[src/rtl/alu_stream_engine.sv]
`default_nettype none
// ============================================================================
// Module      : alu_stream_engine
// Description : Byte-stream ALU command engine. Parses framed commands from an
//               8-bit AXI-stream slave, folds little-endian operands (add, mul,
//               and, or, xor) or runs a sequential signed divide, and streams
//               result bytes LSB first on an 8-bit AXI-stream master. Rejected
//               packets are drained and answered with a single error byte.
// Revision    : 1.0 - initial release
// ============================================================================
module alu_stream_engine #(
    parameter int         OperandWidth = 32,
    parameter logic [7:0] ErrByte      = 8'hEE
) (
    input  logic       clk_i,
    input  logic       reset_i,
    input  logic [7:0] s_axis_tdata_i,
    input  logic       s_axis_tvalid_i,
    output logic       s_axis_tready_o,
    output logic [7:0] m_axis_tdata_o,
    output logic       m_axis_tvalid_o,
    input  logic       m_axis_tready_i,
    output logic       busy_o,
    output logic       err_o
);

    localparam int                c_OB        = OperandWidth / 8;
    localparam logic [15:0]       c_OB16      = 16'(c_OB);
    localparam logic [15:0]       c_OB_MASK   = 16'(c_OB - 1);
    localparam logic [15:0]       c_MIN_LEN   = 16'(4 + 2 * c_OB);
    localparam logic [7:0]        c_RESP_ONE  = 8'(c_OB);
    localparam logic [7:0]        c_RESP_TWO  = 8'(2 * c_OB);
    localparam int                c_DCW       = $clog2(OperandWidth) + 1;
    localparam logic [c_DCW-1:0]  c_DIV_STEPS = c_DCW'(OperandWidth);

    localparam logic [7:0] c_OP_ADD = 8'hAD;
    localparam logic [7:0] c_OP_MUL = 8'h63;
    localparam logic [7:0] c_OP_DIV = 8'h5B;
    localparam logic [7:0] c_OP_AND = 8'hA1;
    localparam logic [7:0] c_OP_OR  = 8'hA2;
    localparam logic [7:0] c_OP_XOR = 8'hA3;

    localparam logic [2:0] c_S_HDR   = 3'd0;
    localparam logic [2:0] c_S_OPND  = 3'd1;
    localparam logic [2:0] c_S_DIV   = 3'd2;
    localparam logic [2:0] c_S_RESP  = 3'd3;
    localparam logic [2:0] c_S_DRAIN = 3'd4;
    localparam logic [2:0] c_S_ERR   = 3'd5;

    function automatic logic [OperandWidth-1:0] f_neg(input logic [OperandWidth-1:0] x);
        return {OperandWidth{1'b0}} - x;
    endfunction

    function automatic logic [OperandWidth-1:0] f_abs(input logic [OperandWidth-1:0] x);
        return x[OperandWidth-1] ? f_neg(x) : x;
    endfunction

    logic [2:0]                r_state;
    logic [2:0]                w_state_nxt;
    logic [15:0]               r_cnt;
    logic [15:0]               r_len;
    logic [7:0]                r_opcode;
    logic                      r_b1_bad;
    logic [OperandWidth-1:0]   r_opnd;
    logic [OperandWidth-1:0]   r_acc;
    logic [OperandWidth-1:0]   r_quot;
    logic [OperandWidth-1:0]   r_rem;
    logic [OperandWidth-1:0]   r_dvs;
    logic [c_DCW-1:0]          r_dcnt;
    logic                      r_q_neg;
    logic                      r_r_neg;
    logic                      r_dvs_zero;
    logic [2*OperandWidth-1:0] r_res;
    logic [7:0]                r_resp_left;
    logic                      r_s_tready;
    logic                      r_m_tvalid;
    logic [7:0]                r_m_tdata;
    logic                      r_err;

    logic                      w_s_fire;
    logic                      w_m_fire;
    logic                      w_last_pkt_byte;
    logic [15:0]               w_pay;
    logic                      w_op_last;
    logic                      w_op_first;
    logic                      w_is_div;
    logic [15:0]               w_len_full;
    logic                      w_op_known;
    logic                      w_hdr_bad;
    logic [OperandWidth+7:0]   w_shift;
    logic [OperandWidth-1:0]   w_opnd_full;
    logic [OperandWidth-1:0]   w_fold;
    logic [OperandWidth:0]     w_div_sh;
    logic                      w_div_ge;
    logic [OperandWidth-1:0]   w_div_sub;
    logic [OperandWidth-1:0]   w_q_fix;
    logic [OperandWidth-1:0]   w_r_fix;

    assign w_s_fire        = r_s_tready & s_axis_tvalid_i;
    assign w_m_fire        = r_m_tvalid & m_axis_tready_i;
    assign w_last_pkt_byte = (r_cnt == (r_len - 16'd1));
    assign w_pay           = r_cnt - 16'd4;
    assign w_op_last       = ((w_pay & c_OB_MASK) == c_OB_MASK);
    assign w_op_first      = (w_pay < c_OB16);
    assign w_is_div        = (r_opcode == c_OP_DIV);

    // Header validation happens while LEN[15:8] is on the bus.
    assign w_len_full = {s_axis_tdata_i, r_len[7:0]};
    assign w_op_known = (r_opcode == c_OP_ADD) || (r_opcode == c_OP_MUL) ||
                        (r_opcode == c_OP_DIV) || (r_opcode == c_OP_AND) ||
                        (r_opcode == c_OP_OR)  || (r_opcode == c_OP_XOR);
    assign w_hdr_bad  = !w_op_known || r_b1_bad ||
                        (((w_len_full - 16'd4) & c_OB_MASK) != 16'd0) ||
                        (w_len_full < c_MIN_LEN) ||
                        (w_is_div && (w_len_full != c_MIN_LEN));

    // Operand bytes arrive LSB first, so each new byte enters at the top.
    assign w_shift     = {s_axis_tdata_i, r_opnd};
    assign w_opnd_full = w_shift[OperandWidth+7:8];

    // Restoring divide step on magnitudes; remainder never exceeds the divisor.
    assign w_div_sh  = {r_rem, r_quot[OperandWidth-1]};
    assign w_div_ge  = (w_div_sh >= {1'b0, r_dvs});
    assign w_div_sub = w_div_sh[OperandWidth-1:0] - r_dvs;
    assign w_q_fix   = r_dvs_zero ? {OperandWidth{1'b1}} : (r_q_neg ? f_neg(r_quot) : r_quot);
    assign w_r_fix   = r_r_neg ? f_neg(r_rem) : r_rem;

    // Combine the running accumulator with the operand completing this cycle.
    always_comb begin
        w_fold = r_acc;
        case (r_opcode)
            c_OP_ADD: w_fold = r_acc + w_opnd_full;
            c_OP_MUL: w_fold = r_acc * w_opnd_full;
            c_OP_AND: w_fold = r_acc & w_opnd_full;
            c_OP_OR:  w_fold = r_acc | w_opnd_full;
            c_OP_XOR: w_fold = r_acc ^ w_opnd_full;
            default:  w_fold = r_acc;
        endcase
    end

    // Next-state selection for the packet-level controller.
    always_comb begin
        w_state_nxt = r_state;
        case (r_state)
            c_S_HDR: begin
                if (w_s_fire && (r_cnt == 16'd3)) begin
                    if (w_hdr_bad) begin
                        w_state_nxt = (w_len_full <= 16'd4) ? c_S_ERR : c_S_DRAIN;
                    end else begin
                        w_state_nxt = c_S_OPND;
                    end
                end
            end
            c_S_OPND: begin
                if (w_s_fire && w_op_last && w_last_pkt_byte) begin
                    w_state_nxt = w_is_div ? c_S_DIV : c_S_RESP;
                end
            end
            c_S_DIV: begin
                if (r_dcnt == c_DIV_STEPS) begin
                    w_state_nxt = c_S_RESP;
                end
            end
            c_S_RESP: begin
                if (w_m_fire && (r_resp_left == 8'd0)) begin
                    w_state_nxt = c_S_HDR;
                end
            end
            c_S_DRAIN: begin
                if (w_s_fire && w_last_pkt_byte) begin
                    w_state_nxt = c_S_ERR;
                end
            end
            c_S_ERR: begin
                if (w_m_fire) begin
                    w_state_nxt = c_S_HDR;
                end
            end
            default: w_state_nxt = c_S_HDR;
        endcase
    end

    // State register.
    always_ff @(posedge clk_i) begin
        if (reset_i) begin
            r_state <= c_S_HDR;
        end else begin
            r_state <= w_state_nxt;
        end
    end

    // Datapath: header capture, operand folding, divider and response streaming.
    always_ff @(posedge clk_i) begin
        if (reset_i) begin
            r_cnt       <= '0;
            r_len       <= '0;
            r_opcode    <= '0;
            r_b1_bad    <= 1'b0;
            r_opnd      <= '0;
            r_acc       <= '0;
            r_quot      <= '0;
            r_rem       <= '0;
            r_dvs       <= '0;
            r_dcnt      <= '0;
            r_q_neg     <= 1'b0;
            r_r_neg     <= 1'b0;
            r_dvs_zero  <= 1'b0;
            r_res       <= '0;
            r_resp_left <= '0;
            r_s_tready  <= 1'b0;
            r_m_tvalid  <= 1'b0;
            r_m_tdata   <= '0;
            r_err       <= 1'b0;
        end else begin
            r_s_tready <= (w_state_nxt == c_S_HDR) || (w_state_nxt == c_S_OPND) ||
                          (w_state_nxt == c_S_DRAIN);
            r_err      <= 1'b0;
            case (r_state)
                c_S_HDR: begin
                    if (w_s_fire) begin
                        r_cnt <= r_cnt + 16'd1;
                        case (r_cnt)
                            16'd0:   r_opcode   <= s_axis_tdata_i;
                            16'd1:   r_b1_bad   <= (s_axis_tdata_i != 8'h00);
                            16'd2:   r_len[7:0] <= s_axis_tdata_i;
                            default: r_len[15:8] <= s_axis_tdata_i;
                        endcase
                    end
                end
                c_S_OPND: begin
                    if (w_s_fire) begin
                        r_cnt  <= r_cnt + 16'd1;
                        r_opnd <= w_opnd_full;
                        if (w_op_last) begin
                            if (w_op_first) begin
                                r_acc <= w_opnd_full;
                            end else if (w_is_div) begin
                                r_quot     <= f_abs(r_acc);
                                r_dvs      <= f_abs(w_opnd_full);
                                r_rem      <= '0;
                                r_dcnt     <= '0;
                                r_q_neg    <= r_acc[OperandWidth-1] ^ w_opnd_full[OperandWidth-1];
                                r_r_neg    <= r_acc[OperandWidth-1];
                                r_dvs_zero <= (w_opnd_full == '0);
                            end else begin
                                r_acc <= w_fold;
                                if (w_last_pkt_byte) begin
                                    r_res       <= {{OperandWidth{1'b0}}, w_fold};
                                    r_resp_left <= c_RESP_ONE;
                                end
                            end
                        end
                    end
                end
                c_S_DIV: begin
                    if (r_dcnt != c_DIV_STEPS) begin
                        r_rem  <= w_div_ge ? w_div_sub : w_div_sh[OperandWidth-1:0];
                        r_quot <= {r_quot[OperandWidth-2:0], w_div_ge};
                        r_dcnt <= r_dcnt + 1'b1;
                    end else begin
                        r_res       <= {w_r_fix, w_q_fix};
                        r_resp_left <= c_RESP_TWO;
                    end
                end
                c_S_RESP: begin
                    if (!r_m_tvalid || (w_m_fire && (r_resp_left != 8'd0))) begin
                        r_m_tdata   <= r_res[7:0];
                        r_m_tvalid  <= 1'b1;
                        r_res       <= r_res >> 8;
                        r_resp_left <= r_resp_left - 8'd1;
                    end else if (w_m_fire) begin
                        r_m_tvalid <= 1'b0;
                        r_cnt      <= '0;
                    end
                end
                c_S_DRAIN: begin
                    if (w_s_fire) begin
                        r_cnt <= r_cnt + 16'd1;
                    end
                end
                c_S_ERR: begin
                    if (!r_m_tvalid) begin
                        r_m_tdata  <= ErrByte;
                        r_m_tvalid <= 1'b1;
                        r_err      <= 1'b1;
                    end else if (w_m_fire) begin
                        r_m_tvalid <= 1'b0;
                        r_cnt      <= '0;
                    end
                end
                default: r_cnt <= '0;
            endcase
        end
    end

    assign s_axis_tready_o = r_s_tready;
    assign m_axis_tvalid_o = r_m_tvalid;
    assign m_axis_tdata_o  = r_m_tdata;
    assign err_o           = r_err;
    assign busy_o          = !((r_state == c_S_HDR) && (r_cnt == 16'd0));

endmodule
`default_nettype wire

[config.mk]
export PLATFORM = sky130hd
export DESIGN_NAME = alu_stream_engine
export DESIGN_NICKNAME = d
export VERILOG_FILES = /design/src/rtl/alu_stream_engine.sv
export SDC_FILE = /design/constraint.sdc
export NUM_CORES = 2
export LEC_CHECK = 0
export ABC_AREA = 1
export BUFFER_PORTS_ARGS = -buffer_cell sky130_fd_sc_hd__buf_4
export CORE_MARGIN = 5
export CORE_UTILIZATION = 30
export CTS_CLUSTER_SIZE = 25
export DETAILED_ROUTE_END_ITERATION = 10
export GPL_TIMING_DRIVEN = 0
export SLEW_MARGIN = 20
export SYNTH_ARGS = -nofsm -noshare
export SYNTH_HDL_FRONTEND = slang
export SYNTH_SLANG_ARGS = --single-unit
export TNS_END_PERCENT = 100
[constraint.sdc]
create_clock -name clk_i -period 8.8 [get_ports clk_i]
set_clock_uncertainty 0.1 [all_clocks]
set_input_delay 0.88 -clock clk_i [delete_from_list [all_inputs] [get_ports clk_i]]
set_output_delay 0.88 -clock clk_i [all_outputs]
set_load 0.005 [all_outputs]
==> reports/results.ini <==
[power_and_ir_drop]
p_int_w=0.002313
pwr-share-comb_pct=5.4
power.switching_w=0.0008013
swShare_pct=25.73
p_seq_share_pct=42.3
cellPowerDensity_nw_per_um2=73.94
power.share.clock_pct=52.3
ir_drop_v=0.0001047
power.leakage_nw=21.64

[cells_and_area]
fin_cells=7479
n_antenna_cell=0
area.growth.synth_to_final_pct=9.457
design_area_um2=42130
postLayoutCoreUtil_pct=33.04
layout_commonest_cell=nand2_1
mostFrequentLayoutCells=nand2_1 (1283), inv_1 (1194), a21oi_1 (440)
multi_input_area_um2=26980
fillCellCount=13900
ff_latch_area_um2=5766
drive_gt1_share_pct=4.659
final_nets=6446

[synth]
yosys.area_share.xor_xnor_pct=2.298
ys_types=57
synthSimpleGateAreaFrac_pct=23.19
synth_compound_area_share_pct=15.63
syn-num-nets=6390
synth_seq_area_share_pct=14.98
ys_warn_count=0
syn_avg_cell_area_um2=6.711
netlist_instances=5735
synth_top_family_by_area=adder cells
synthArstFlopShare_pct=0
synth_edf_count=0
synth-main-ff-cell=dfxtp_1
synthAdderAreaFrac_pct=28.90
synth_area_um2=38490
muxShareOfSynthArea_pct=0
ys_ff_latch=288

[setup_path]
end_kind=register
path_common_cell=fa_1
cp_max_fo=10
arrival_ns=9.00
setup.worst_path.start=r_acc[3]
start_kind=register
critPathTopFamily=adder cells
regToRegStartpoint=r_acc[3]
critical_path_required_ns=9.12
critPathKind=register to register
crit_slowest_cell=fa_1
cp_num_buf_inv=7
max_stage_delay_ns=0.55

[timing]
hold_violations=0
finalSetupViolCount=0
relSlewSlack_pct=27.31
worst_pin_slew_ns=1.090
drv_slew=0
max_freq_mhz=115.2
period_needed_ns=8.680
period_share_pct=98.64

[routing]
wl_per_cell_um=22.03
ant_nets=0
drc=0
via_count=39170
vias_per_cell=5.237
wl_mm=164.8
firstDrtPassIters=6
dr.first_iter.drc_count=4684

[placement]
dpl_cell_area_um2=40770
placedCellCount=7421
port_buffers=22
post-dp-hpwl_mm=134.9
routabilityCongestion=1.051

[clock_network]
cts-root-buf=clkbuf_16
cts_tree=done
cts_setup_buffers=0
numCtsBuffers=35
clkLatencyLatePin_ns=0.57
cts.path.max_buffers=3
cts.sinks=288
clkTransAtPathRegs_ns=0.06
htreeDepth=2

[die]
die_x_um=368.2
rows=131
io_pins=24
initial_core_util_pct=30.18
fp.coreArea_um2=127500
die_h_um=368.2
dieArea_um2=135600

[run]
maxCapViolations=0

[grt]
grt_pass1_vias=37540
antenna_found_initial=3
grt_overflow=0
grt_max_degree=20
grt_use_total_pct=23.60
grt_pass1_wl_mm=242.5

[hold_path]
hp-start=r_res[52]
hold_path.class=register to register

[outcome]
status=complete, no violations

[layout make-up]
| cell class | instances | share of cell area, % |
|---|---|---|
| Multi-Input combinational cell | 3941 | 64.05 |
| Sequential cell | 288 | 13.69 |
| Inverter | 1210 | 10.78 |
| Tap cell | 1662 | 4.936 |
| Buffer | 291 | 3.178 |
| Clock buffer | 46 | 2.296 |
| Clock inverter | 17 | 0.6475 |
| Timing Repair Buffer | 24 | 0.4277 |
[logic make-up after synthesis]
| logic type | count (synthesis) |
|---|---|
| flops | 288 |
| compound gates | 1062 |
| buf+inv | 1506 |
| simple gates | 2135 |
| fa+ha+maj | 643 |
| xor+xnor | 101 |
[Yosys cell counts (7+ instances only)]
master / n / area share (%)
o2111ai_1: 14 / 0.32
a21o_1: 13 / 0.25
nand4_1: 52 / 0.85
dfxtp_1: 288 / 15
o22ai_1: 20 / 0.33
o21a_1: 20 / 0.39
inv_1: 1194 / 12
or2_2: 28 / 0.46
nor4_1: 20 / 0.33
xor2_1: 63 / 1.4
buf_1: 48 / 0.47
nor3_2: 16 / 0.42
and3_1: 8 / 0.13
o211ai_1: 46 / 0.90
o21ai_0: 350 / 4.6
xnor2_1: 38 / 0.86
ha_1: 233 / 7.6
inv_2: 9 / 0.088
nand3b_1: 12 / 0.23
a221oi_1: 31 / 0.71
clkbuf_1: 212 / 2.1
nand3_1: 251 / 3.3
fa_1: 410 / 21
buf_6: 9 / 0.26
nor2_1: 365 / 3.6
a21oi_1: 440 / 5.7
o21bai_1: 18 / 0.35
buf_2: 20 / 0.26
a31oi_1: 32 / 0.52
clkinv_1: 7 / 0.068
nor3_1: 82 / 1.1
a211oi_1: 24 / 0.47
o221ai_1: 8 / 0.18
a22oi_1: 9 / 0.18
buf_4: 7 / 0.14
nand2_1: 1283 / 13
[state kept, by name (all words and copies together), names as in the netlist, 16 cells and up]
register / count
r_acc: 32
r_cnt: 16
r_len: 16
r_dvs: 32
r_res: 64
r_rem: 32
r_opnd: 24
r_quot: 32
[worst paths after layout]
check / cells past startpoint / slack (ns) / endpoint
setup reg to reg: 28 / 0.12 / r_acc[17]
hold reg to reg: 2 / 0.35 / r_res[52]
hold / removal: 2 / 0.35 / r_res[52]
setup / recovery: 28 / 0.12 / r_acc[17]
[per-layer routing]
metal	global-route usage [%]	up-vias	part of all wire, %
li1	-	18060	-
met3	5.101	383	10
met4	10.66	2	5.5
met2	35.82	2002	42
met5	0	-	0.0042
met1	32.12	18730	42
[power by group through the flow]
| stage | combinational (W) | clock (W) | sequential [W] |
|---|---|---|---|
| final | 0.000169 | 0.00163 | 0.00132 |
| after global routing | 0.000181 | 0.00168 | 0.00132 |
| after CTS | 0.000164 | 0.00163 | 0.00132 |
| after detailed placement | 0.000164 | 0 | 0.00135 |
| after global placement | 0.000162 | 0 | 0.00135 |
| after floorplan | 0.0000990 | 0 | 0.00134 |
[worst min-delay path, delay by kind of cell (launching register included)]
kind	cells	cell delay, ns
DFF	1	0.30
buffers and inverters	1	0.05
AOI/OAI and AO/OA	1	0.05
[repair_timing]
action                     CTS  global route
setup endpoints to repair   38            33
hold buffers                 0             0
gates resized for setup     45           100
pin swaps                    0             1
[stage by stage]
stage               worst slack [ns]  total power [W]  hold slack [ns]   TNS (ns)
finish                        0.1200         0.003115           0.3479          0
global route               -0.003329         0.003184           0.3595  -0.003329
CTS                         0.001839         0.003114           0.3482          0
detailed placement            -1.166         0.001510           0.3407     -27.97
global placement              -1.180         0.001508           0.3364     -28.27
floorplan                      1.626         0.001444           0.3241          0
(Power assumes the default switching activity.)
